### src/rtl/pio_stream_bridge_pkg.sv
// Shared types and helpers for the PIO-to-stream bridge.
package pio_stream_pkg;

    // Widest word the packer supports, in beats.
    localparam int MAX_LANES = 4;

    // Frame sequencing states.
    typedef enum logic [1:0] {
        IDLE  = 2'd0,
        ARMED = 2'd1,
        DRAIN = 2'd2,
        DONE  = 2'd3
    } state_t;

    // Ceiling log2; clog2(1) = 0.
    function automatic int clog2(input int value);
        int result;
        result = 0;
        for (int i = 0; i < 31; i++) begin
            if ((1 << i) < value) begin
                result = i + 1;
            end
        end
        return result;
    endfunction

endpackage

### src/rtl/pio_stream_bridge_if.sv
// Valid/ready word stream carrying packed PIO beats plus an end-of-frame flag.
interface pio_stream_bridge_if #(
    parameter int W = 8
);
    logic [W-1:0] m_data;
    logic         m_valid;
    logic         m_ready;
    logic         m_last;

    modport master (
        output m_data,
        output m_valid,
        output m_last,
        input  m_ready
    );

    modport slave (
        input  m_data,
        input  m_valid,
        input  m_last,
        output m_ready
    );
endinterface

### src/rtl/pio_stream_bridge_sync_fifo.sv
// Show-ahead synchronous FIFO: the head entry is visible on rdata whenever
// the FIFO is non-empty, so a word pushed in one cycle is presented the next.
module sync_fifo
    import pio_stream_pkg::*;
#(
    parameter int WIDTH = 9,
    parameter int DEPTH = 16
) (
    input  logic                   clk,
    input  logic                   clear,
    input  logic                   push,
    input  logic                   pop,
    input  logic [WIDTH-1:0]       wdata,
    output logic [WIDTH-1:0]       rdata,
    output logic                   empty,
    output logic                   full,
    output logic [clog2(DEPTH):0]  level
);

    localparam int AW = clog2(DEPTH);
    localparam int LW = AW + 1;

    logic [WIDTH-1:0] mem [DEPTH];
    logic [AW-1:0]    wr_ptr_reg;
    logic [AW-1:0]    rd_ptr_reg;
    logic [LW-1:0]    level_reg;
    logic             pop_ok;
    logic             push_ok;

    assign empty   = (level_reg == '0);
    assign full    = (level_reg == LW'(DEPTH));
    assign level   = level_reg;
    assign rdata   = mem[rd_ptr_reg];

    // A pop on an empty FIFO is meaningless; a push into a full FIFO only
    // fits if a pop frees a slot in the same cycle.
    assign pop_ok  = pop & ~empty;
    assign push_ok = push & (~full | pop_ok);

    // Storage write; contents need no reset because level gates visibility.
    always_ff @(posedge clk) begin
        if (push_ok) begin
            mem[wr_ptr_reg] <= wdata;
        end
    end

    // Pointer and occupancy bookkeeping with synchronous clear.
    always_ff @(posedge clk) begin
        if (clear) begin
            wr_ptr_reg <= '0;
            rd_ptr_reg <= '0;
            level_reg  <= '0;
        end else begin
            if (push_ok) begin
                wr_ptr_reg <= wr_ptr_reg + AW'(1);
            end
            if (pop_ok) begin
                rd_ptr_reg <= rd_ptr_reg + AW'(1);
            end
            case ({push_ok, pop_ok})
                2'b10:   level_reg <= level_reg + LW'(1);
                2'b01:   level_reg <= level_reg - LW'(1);
                default: level_reg <= level_reg;
            endcase
        end
    end

endmodule

### src/rtl/pio_stream_bridge.sv
// Turns level-signalled PIO beats into framed, packed valid/ready words.
// Each rising edge of pio_write_en is one beat; LANES beats form a word,
// first beat in the LSBs. A rising edge of pio_start arms a frame of
// frame_len words; the last word carries m_last, and once the FIFO has
// drained the bridge pulses frame_done.
module pio_stream_bridge
    import pio_stream_pkg::*;
#(
    parameter int DATA_W     = 8,
    parameter int LANES      = 1,
    parameter int FIFO_DEPTH = 16,
    parameter int CNT_W      = 16
) (
    input  logic                        clk_clk,
    input  logic                        reset_reset,
    input  logic [DATA_W-1:0]           pio_data,
    input  logic                        pio_write_en,
    input  logic                        pio_start,
    input  logic                        pio_reset_cnt,
    input  logic [CNT_W-1:0]            frame_len,
    pio_stream_bridge_if.master         m,
    output logic [clog2(FIFO_DEPTH):0]  fifo_level,
    output logic                        overflow,
    output logic                        busy,
    output logic                        frame_done,
    output logic [CNT_W-1:0]            word_cnt
);

    localparam int WORD_W = DATA_W * LANES;
    localparam int LANE_W = clog2(MAX_LANES);

    state_t            state_reg;
    state_t            state_next;
    logic              we_q;
    logic              st_q;
    logic [CNT_W-1:0]  len_reg;
    logic [CNT_W-1:0]  len_next;
    logic [CNT_W-1:0]  word_cnt_reg;
    logic [CNT_W-1:0]  word_cnt_next;
    logic [LANE_W-1:0] lane_reg;
    logic [LANE_W-1:0] lane_next;
    logic [WORD_W-1:0] pack_reg;
    logic [WORD_W-1:0] pack_next;
    logic              overflow_reg;
    logic              overflow_next;

    logic              wr_edge;
    logic              st_edge;
    logic              fifo_clear;
    logic              push;
    logic              push_last;
    logic              pop;
    logic [WORD_W-1:0] beat_word;
    logic [WORD_W:0]   fifo_rdata;
    logic              fifo_empty;
    logic              fifo_full;

    assign wr_edge    = pio_write_en & ~we_q;
    assign st_edge    = pio_start & ~st_q;
    assign fifo_clear = reset_reset | pio_reset_cnt;
    assign pop        = ~fifo_empty & m.m_ready;

    // The current beat is merged into its lane combinationally so that the
    // completing beat can be pushed in the same clock it arrives.
    genvar gi;
    generate
        for (gi = 0; gi < LANES; gi++) begin : g_lane
            assign beat_word[gi*DATA_W +: DATA_W] =
                (lane_reg == LANE_W'(gi)) ? pio_data : pack_reg[gi*DATA_W +: DATA_W];
        end
    endgenerate

    // Frame sequencing, packing and overflow detection.
    always_comb begin
        state_next    = state_reg;
        len_next      = len_reg;
        word_cnt_next = word_cnt_reg;
        lane_next     = lane_reg;
        pack_next     = pack_reg;
        overflow_next = overflow_reg;
        push          = 1'b0;
        push_last     = 1'b0;

        if (pio_reset_cnt) begin
            // Flush wins over any edge seen in the same cycle.
            state_next    = IDLE;
            word_cnt_next = '0;
            lane_next     = '0;
            pack_next     = '0;
            overflow_next = 1'b0;
        end else begin
            case (state_reg)
                IDLE: begin
                    if (st_edge && (frame_len != '0)) begin
                        len_next      = frame_len;
                        word_cnt_next = '0;
                        lane_next     = '0;
                        state_next    = ARMED;
                    end
                end
                ARMED: begin
                    if (wr_edge) begin
                        pack_next = beat_word;
                        if (lane_reg == LANE_W'(LANES - 1)) begin
                            push          = 1'b1;
                            word_cnt_next = word_cnt_reg + CNT_W'(1);
                            lane_next     = '0;
                            if (word_cnt_reg == len_reg - CNT_W'(1)) begin
                                push_last  = 1'b1;
                                state_next = DRAIN;
                            end
                        end else begin
                            lane_next = lane_reg + LANE_W'(1);
                        end
                    end
                end
                DRAIN: begin
                    // An empty FIFO cannot have a pop in flight.
                    if (fifo_empty) begin
                        state_next = DONE;
                    end
                end
                default: begin
                    state_next = IDLE;
                end
            endcase

            // A word counts toward the frame even when it has nowhere to go.
            if (push && fifo_full && !pop) begin
                overflow_next = 1'b1;
            end
        end
    end

    // State and edge-history registers.
    always_ff @(posedge clk_clk) begin
        if (reset_reset) begin
            state_reg    <= IDLE;
            we_q         <= 1'b0;
            st_q         <= 1'b0;
            len_reg      <= '0;
            word_cnt_reg <= '0;
            lane_reg     <= '0;
            pack_reg     <= '0;
            overflow_reg <= 1'b0;
        end else begin
            state_reg    <= state_next;
            we_q         <= pio_write_en;
            st_q         <= pio_start;
            len_reg      <= len_next;
            word_cnt_reg <= word_cnt_next;
            lane_reg     <= lane_next;
            pack_reg     <= pack_next;
            overflow_reg <= overflow_next;
        end
    end

    sync_fifo #(
        .WIDTH (WORD_W + 1),
        .DEPTH (FIFO_DEPTH)
    ) u_fifo (
        .clk   (clk_clk),
        .clear (fifo_clear),
        .push  (push),
        .pop   (pop),
        .wdata ({push_last, beat_word}),
        .rdata (fifo_rdata),
        .empty (fifo_empty),
        .full  (fifo_full),
        .level (fifo_level)
    );

    // Empty-FIFO data is forced to zero so stale storage never shows.
    assign m.m_valid  = ~fifo_empty;
    assign m.m_data   = fifo_empty ? '0 : fifo_rdata[WORD_W-1:0];
    assign m.m_last   = ~fifo_empty & fifo_rdata[WORD_W];

    assign overflow   = overflow_reg;
    assign busy       = (state_reg == ARMED) | (state_reg == DRAIN);
    assign frame_done = (state_reg == DONE);
    assign word_cnt   = word_cnt_reg;

endmodule
### src/flat_wrapper.sv
// flat-port wrapper written by rule: the top's interface ports become plain ports
module pio_stream_bridge_flat import pio_stream_pkg::*;
#(
    parameter int DATA_W     = 8,
    parameter int LANES      = 1,
    parameter int FIFO_DEPTH = 16,
    parameter int CNT_W      = 16
)
  (clk_clk, reset_reset, pio_data, pio_write_en, pio_start, pio_reset_cnt, frame_len, fifo_level, overflow, busy, frame_done, word_cnt, m_m_data, m_m_valid, m_m_last, m_m_ready);
  pio_stream_bridge_if m_i ();
  input  logic clk_clk;
  input  logic reset_reset;
  input  logic [DATA_W-1:0] pio_data;
  input  logic pio_write_en;
  input  logic pio_start;
  input  logic pio_reset_cnt;
  input  logic [CNT_W-1:0] frame_len;
  output logic [clog2(FIFO_DEPTH):0] fifo_level;
  output logic overflow;
  output logic busy;
  output logic frame_done;
  output logic [CNT_W-1:0] word_cnt;
  output wire logic [$bits(m_i.m_data)-1:0] m_m_data;
  output wire logic [$bits(m_i.m_valid)-1:0] m_m_valid;
  output wire logic [$bits(m_i.m_last)-1:0] m_m_last;
  input wire logic [$bits(m_i.m_ready)-1:0] m_m_ready;
  assign m_m_data = m_i.m_data;
  assign m_m_valid = m_i.m_valid;
  assign m_m_last = m_i.m_last;
  assign m_i.m_ready = m_m_ready;
  pio_stream_bridge #(.DATA_W(DATA_W), .LANES(LANES), .FIFO_DEPTH(FIFO_DEPTH), .CNT_W(CNT_W)) u_core (.clk_clk(clk_clk), .reset_reset(reset_reset), .pio_data(pio_data), .pio_write_en(pio_write_en), .pio_start(pio_start), .pio_reset_cnt(pio_reset_cnt), .frame_len(frame_len), .m(m_i), .fifo_level(fifo_level), .overflow(overflow), .busy(busy), .frame_done(frame_done), .word_cnt(word_cnt));
endmodule
### config.mk
export PLATFORM = sky130hd
export DESIGN_NAME = pio_stream_bridge_flat
export DESIGN_NICKNAME = d
export VERILOG_FILES = /design/src/rtl/pio_stream_bridge_pkg.sv /design/src/rtl/pio_stream_bridge_if.sv /design/src/rtl/pio_stream_bridge_sync_fifo.sv /design/src/rtl/pio_stream_bridge.sv /design/src/flat_wrapper.sv
export SDC_FILE = /design/constraint.sdc
export NUM_CORES = 1
export LEC_CHECK = 0
export CAP_MARGIN = 40
export CORE_MARGIN = 8
export CORE_UTILIZATION = 59
export CTS_CLUSTER_DIAMETER = 80
export DETAILED_ROUTE_END_ITERATION = 8
export MAX_ROUTING_LAYER = met4
export PLACE_DENSITY = 0.77
export SLEW_MARGIN = 20
export SYNTH_ARGS = -nofsm -noshare
export SYNTH_HDL_FRONTEND = slang
export SYNTH_SLANG_ARGS = --single-unit
### constraint.sdc
create_clock -name clk_clk -period 3.6 [get_ports clk_clk]
set_input_delay 0.72 -clock clk_clk [delete_from_list [all_inputs] [get_ports clk_clk]]
set_output_delay 0.72 -clock clk_clk [all_outputs]
set_load 0.02 [all_outputs]
==> results of run 1 <==
==> worst register-to-register path, stage by stage (launching register included) <==
cell and delay [ns]:
dfxtp_1 0.35, or4_1 0.56, or2_2 0.43, and2_1 0.29
ha_1 0.26, ha_1 0.32, nor2b_1 0.16, o21ai_0 0.22
a21oi_1 0.11, nor3_1 0.21, xnor2_1 0.14, nor2_1 0.05
==> path summary, 6_finish.rpt <==
check | start | to | slack, ns | cells after the start
hold reg to reg | u_core.pack_reg[7] | u_core.pack_reg[7] | 0.49 | 2
setup / recovery | flop | m_m_data[2] | 0.18 | 5
setup reg to reg | u_core.u_fifo.level[1] | u_core.u_fifo.level[4] | 0.38 | 11
hold / removal | u_core.pack_reg[7] | u_core.pack_reg[7] | 0.49 | 2
==> cell usage in the layout (no fill, tap or decap), types with 5 or more instances in the layout <==
| master | instances |
|---|---|
| edfxtp_1 | 144 |
| nor2_1 | 80 |
| dfxtp_1 | 63 |
| clkdlybuf4s50_1 | 54 |
| mux4_2 | 45 |
| xor2_1 | 26 |
| mux2i_1 | 26 |
| clkbuf_16 | 23 |
| buf_4 | 23 |
| ha_1 | 17 |
| xnor2_1 | 16 |
| and2_1 | 14 |
| inv_1 | 13 |
| a21oi_1 | 13 |
| nand4_1 | 13 |
| nor3_1 | 12 |
| nand2_1 | 10 |
| mux2_2 | 9 |
| nand3_1 | 9 |
| dlygate4sd2_1 | 9 |
| nor2b_1 | 8 |
| and3_1 | 7 |
| nand2b_1 | 6 |
| nor4_1 | 6 |
| o21ai_0 | 5 |
==> cell type report <==
cell class | instances | area share [%]
clock inverter | 17 | 1.84
timing repair buffer | 88 | 7.71
multi-input combinational | 374 | 30.5
clock buffer | 23 | 5.33
inverter | 13 | 0.452
sequential | 208 | 52.0
tap | 188 | 2.18
==> per-stage QoR <==
stage | cell area (um^2) | utilization (%) | power [W] | instances
2_1_floorplan | 9060 | - | 0.00279 | 624
6_report | 10800 | 71.5 | 0.00521 | 911
5_1_grt | 10800 | 71.5 | 0.00536 | 911
3_5_place_dp | 10000 | 66.5 | 0.00289 | 871
4_1_cts | 10800 | 71.5 | 0.00525 | 911
3_3_place_gp | 10000 | 66.5 | 0.00288 | 871
==> power breakdown <==
| group | switching, W | total (W) | leakage [nW] | internal [W] |
|---|---|---|---|---|
| Combinational | 0.000145 | 0.000259 | 1.54 | 0.000115 |
| Sequential | 0.0000179 | 0.00258 | 1.79 | 0.00256 |
| Clock | 0.000914 | 0.00237 | 0.367 | 0.00145 |
| Total | 0.00108 | 0.00521 | 3.70 | 0.00413 |
==> what timing repair did <==
item                       CTS  global route
setup endpoints to repair    9             0
hold buffers                 0             0
gates resized for setup      9             0
==> cells by family after synthesis <==
logic type      Yosys count  share of synthesized area (%)
compound gates           45                           3.63
xor+xnor                 42                           4.06
fa+ha+maj                18                           2.57
buf+inv                  42                           1.74
flops                   208                           61.9
mux                      80                           15.2
simple gates            189                           10.9
==> routing by layer <==
metal	up-vias	track usage, %	routed length, um
met5	-	-	0
met4	0	6.11	497
met3	45	2.72	1150
met2	231	34.3	9890
met1	2803	28.3	8580
li1	2532	-	-
==> flow_metrics.tcl, run 1 <==
set metrics [dict create \
    initial_utilization_pct 60.0 \
    die_x_um 140 \
    final.fill_count 992 \
    cts_tree "done" \
    synth_flop_cell "edfxtp_1" \
    setup_repair_after_global_routing_missed_its_margin "false" \
    finalMaxSlewViolations 0 \
    syn-cell-area_um2 9060 \
    drt_total_wl_um 20100 \
    fin_hold_viols 0 \
    place.gp.congestion 0.885 \
    fp.coreArea_um2 15100 \
    finalCriticalPeriod_ns 3.42 \
    route.detailed.drc 0 \
    synthToLayoutAreaGrowth_pct 19.1 \
    maximum_number_of_pins_on_one_net_before_global_route_repair 37 \
    vias 5611 \
    arr_time_crit_path_ns 2.70 \
    place_worst_setup_slack_ns 0.135 \
    route.antenna.remaining_nets 0 \
    grt_pass1_vias 5808 \
    pin_count 64 \
    ys_ff_latch 208 \
    synth_most_common_cell "edfxtp_1" \
    clock_sink_count 208 \
    core.rowCount 45 \
    final-seq-area_um2 5610 \
    nNetsFinal 755 \
    critical_path_cell_by_cell "buf_12, mux4_2, mux4_2, and2_1, dlygate4sd2_1" \
    post-cts-setup-buffer-count 0 \
    totalNegativeSetupSlack_ns 0 \
    post_route_cells_drive_above_1_share_pct 17.6 \
    place.detailed.hpwl_um 13300 \
    worst_path_max_delay_cell "mux4_2" \
    yosysTopAreaCellShare_pct 47.7 \
    cp-start-kind "flop" \
    synthesis.yosys.warnings 0 \
    wire_length_of_the_first_global_routing_pass_um 32000 \
    worstPathMaxFanout 36 \
    maxSlewHeadroom_pct 51.5 \
    synth_top_area_cell "edfxtp_1" \
    synth_top_cells_by_count "144 x edfxtp_1, 80 x nor2_1, 64 x dfxtp_1, 45 x mux4_2" \
    clkTransAtPathRegs_ns 0.06 \
    holdWs_ns 0.492 \
    cap_viol_max_count 0 \
    first_pass_iters 5 \
    floorplan.die_area_um2 19600 \
    setup_viol_count_final 0 \
    global_route.overflow_total 0 \
    synth-edff-count 144 \
    crit_required_ns 2.88 \
    fmax_mhz 292 \
    source_to_sink_clock_delay_at_the_later_pin_of_the_worst_skew_pair_ns 0.49 \
    timing.critical_path.buf_inv 2 \
    min_period_over_period_pct 95.1 \
    cts.path.max_buffers 3 \
    finClkSkew_ns 0.00790 \
    netlist_cell_types 58 \
    cpPeakStageDelay_ns 0.56 \
    floorplan_die_height_um 140 \
    n_antenna_cell 0 \
    timing.setup.critical_path_class "reg2out" \
    power.leakage_nw 3.70 \
    drt-vias-per-instance 6.16 \
    power.density_nw_per_um2 482 \
    yosys-top-cells-area "edfxtp_1 48%, dfxtp_1 14%, mux4_2 11%, nor2_1 3.3%, mux2i_1 2.9%" \
    synthesis.instances 624 \
    synth_area_per_cell_um2 14.5 \
    max-vdd-ir-drop_uv 358 \
    globalRouteTotalUtil_pct 21.4 \
    crit_top_cell "mux4_2" \
    placement.io_buffers 63 \
    synth_nets 672 \
    post-route-worst-setup-slack_ns 0.177 \
    multi_input_combinational_cell_area_um2 3290 \
    numCtsBuffers 22 \
    result_of_the_run "completed" \
    cts.root.buffer_cell "clkbuf_16" \
    htree_levels 1 \
    end_kind "primary output" \
    hold_path_class "reg2reg" \
    detail_route.iter0.violations 417 \
    largest_register_ff_count 144 \
    sequential_share_of_the_synthesized_area_pct 61.9 \
    drt-wirelength-per-cell_um 22.1 \
    ys_async_sr_fraction_pct 0 \
    antenna_found_initial 0 \
    worst_path_dominant_cell_family "multiplexers" \
    worst_slew_pin_slew_ns 0.723 \
]
Power figures use the tool's default switching activity.
==> inputs of run 2 (changes only) <==
- HOLD_SLACK_MARGIN: not set -> 0.05
==> results of run 2 <==
Same layout as run 1: the final DEF is identical, and so are final timing and power.
==> inputs of run 3 (changes only) <==
- CAP_MARGIN: 40 -> 20
- CORE_MARGIN: 8 -> 2
==> flow_metrics.tcl, run 3 (synthesis gave the netlist of run 1 again) <==
set metrics [dict create \
    result_of_the_run "completed" \
    layout_commonest_cell "edfxtp_1" \
    fin_hold_viols 0 \
    drt_total_wl_um 19500 \
    power.density_nw_per_um2 460 \
    power.leakage_nw 3.71 \
    route.antenna.remaining_nets 0 \
    antenna_found_initial 0 \
    worstPathMaxFanout 11 \
    wire_length_of_the_first_global_routing_pass_um 31000 \
    end_kind "primary output" \
    initial_utilization_pct 60.0 \
    finClkSkew_ns 0.0149 \
    route.detailed.drc 0 \
    arr_time_crit_path_ns 2.80 \
    worstHoldEndpoint "u_core.overflow" \
    globalRouteTotalUtil_pct 25.5 \
    post-cts-setup-buffer-count 0 \
    drt-vias-per-instance 6.16 \
    min_period_over_period_pct 97.6 \
    worst_slew_pin_slew_ns 0.769 \
    r2r_slack_ns 0.32 \
    rr_endpoint "u_core.u_fifo.level[4]" \
    first_pass_iters 5 \
    post_route_cells_drive_above_1_share_pct 17.2 \
    place.detailed.hpwl_um 13300 \
    place.gp.congestion 0.853 \
    floorplan.die_area_um2 16400 \
    cts.path.max_buffers 3 \
    clock_sink_count 208 \
    hold_start "u_core.overflow" \
    cts_tree "done" \
    maxSlewHeadroom_pct 48.4 \
    global_route.overflow_total 0 \
    finalCriticalPeriod_ns 3.52 \
    pin_count 64 \
    placement.io_buffers 63 \
    maximum_number_of_pins_on_one_net_before_global_route_repair 37 \
    die_x_um 128 \
    rr_startpoint "u_core.u_fifo.level[1]" \
    n_antenna_cell 0 \
    cap_viol_max_count 0 \
    fmax_mhz 284 \
    fp.coreArea_um2 15100 \
    timing.setup.critical_path_class "reg2out" \
    setup_viol_count_final 0 \
    max-vdd-ir-drop_uv 324 \
    floorplan_die_height_um 128 \
    holdWs_ns 0.481 \
    grt_pass1_vias 5705 \
    leading_cell_types_in_the_layout_fill_and_taps_excluded "144 x edfxtp_1, 80 x nor2_1, 63 x dfxtp_1" \
    crit_required_ns 2.88 \
    source_to_sink_clock_delay_at_the_later_pin_of_the_worst_skew_pair_ns 0.50 \
    hold_path_class "reg2reg" \
    synthToLayoutAreaGrowth_pct 18.4 \
    htree_levels 1 \
    clkTransAtPathRegs_ns 0.06 \
    nNetsFinal 756 \
    totalNegativeSetupSlack_ns 0 \
    drt-wirelength-per-cell_um 21.4 \
    r2r.worst_path.cells 11 \
    number_of_hold_buffers_added_after_cts 0 \
    core.rowCount 45 \
    cts.root.buffer_cell "clkbuf_16" \
    min_path_cells 2 \
    numCtsBuffers 21 \
    cts_resized 8 \
    cp-start-kind "flop" \
    detail_route.iter0.violations 384 \
    largest_register_ff_count 144 \
    setup_repair_after_global_routing_missed_its_margin "false" \
    vias 5610 \
    finalMaxSlewViolations 0 \
]
[run 3: cell types whose count changed in the layout (fill, tap and decap cells not counted), moves of 2 or more]
cell,previous run,this run
dlygate4sd2_1,9,5
clkinv_1,4,1
dlymetal6s2s_1,0,3
clkinv_4,2,0
clkbuf_8,0,4
clkinvlp_4,3,1
clkbuf_16,23,21
clkbuf_1,0,6
bufinv_16,4,1
[run 3: layer usage]
metal  wire length (um)  track usage, %  up-vias
met3               1080            2.80       42
met1               8310            34.8     2812
met5                  0               -        -
met4                491            7.95        0
met2               9650            41.2      220
li1                   -               -     2536
[run 3: area by class of cell]
class,count,area (um^2)
clock inverters,7,65.1
multi-input cells,374,3290
repair buffers,90,867
well taps,188,235
inverters,13,48.8
flip-flops and latches,208,5610
fillers,1012,4370
clock buffers,31,603
[run 3: report_power, final]
part / internal [W] / switching, W / total [W]
sequential: 0.00256 / 0.0000182 / 0.00258
clock: 0.00123 / 0.000865 / 0.00210
combinational: 0.000115 / 0.000142 / 0.000257
total: 0.00391 / 0.00103 / 0.00494
[run 3: worst max-delay path by stage]
stage	slack [ns]	cells after the start	end
3_3_place_gp	0.26	14	u_core.u_fifo.level[4]
3_5_place_dp	0.08	14	u_core.u_fifo.level[4]
5_1_grt	0.0007	5	m_m_data[2]
2_1_floorplan	0.39	5	m_m_data[0]
4_1_cts	0.003	5	m_m_data[7]
6_report	0.08	5	m_m_data[2]
[run 3: through the flow]
step	setup slack [ns]	util [%]	cell area [um^2]	power, W	instances
2_1_floorplan	0.390	-	9060	0.00279	624
3_3_place_gp	0.258	66.6	10000	0.00287	873
3_5_place_dp	0.0841	66.6	10000	0.00288	873
4_1_cts	0.00250	71.0	10700	0.00495	911
5_1_grt	0.000715	71.1	10700	0.00507	911
6_report	0.0847	71.1	10700	0.00494	911
[run 3: worst max-delay path, cell delays in order (launching register included)]
cell             delay [ns]
dfxtp_4                0.44
buf_8                  0.20
mux4_2                 0.51
mux4_2                 0.46
and2_1                 0.16
clkdlybuf4s50_1        0.53
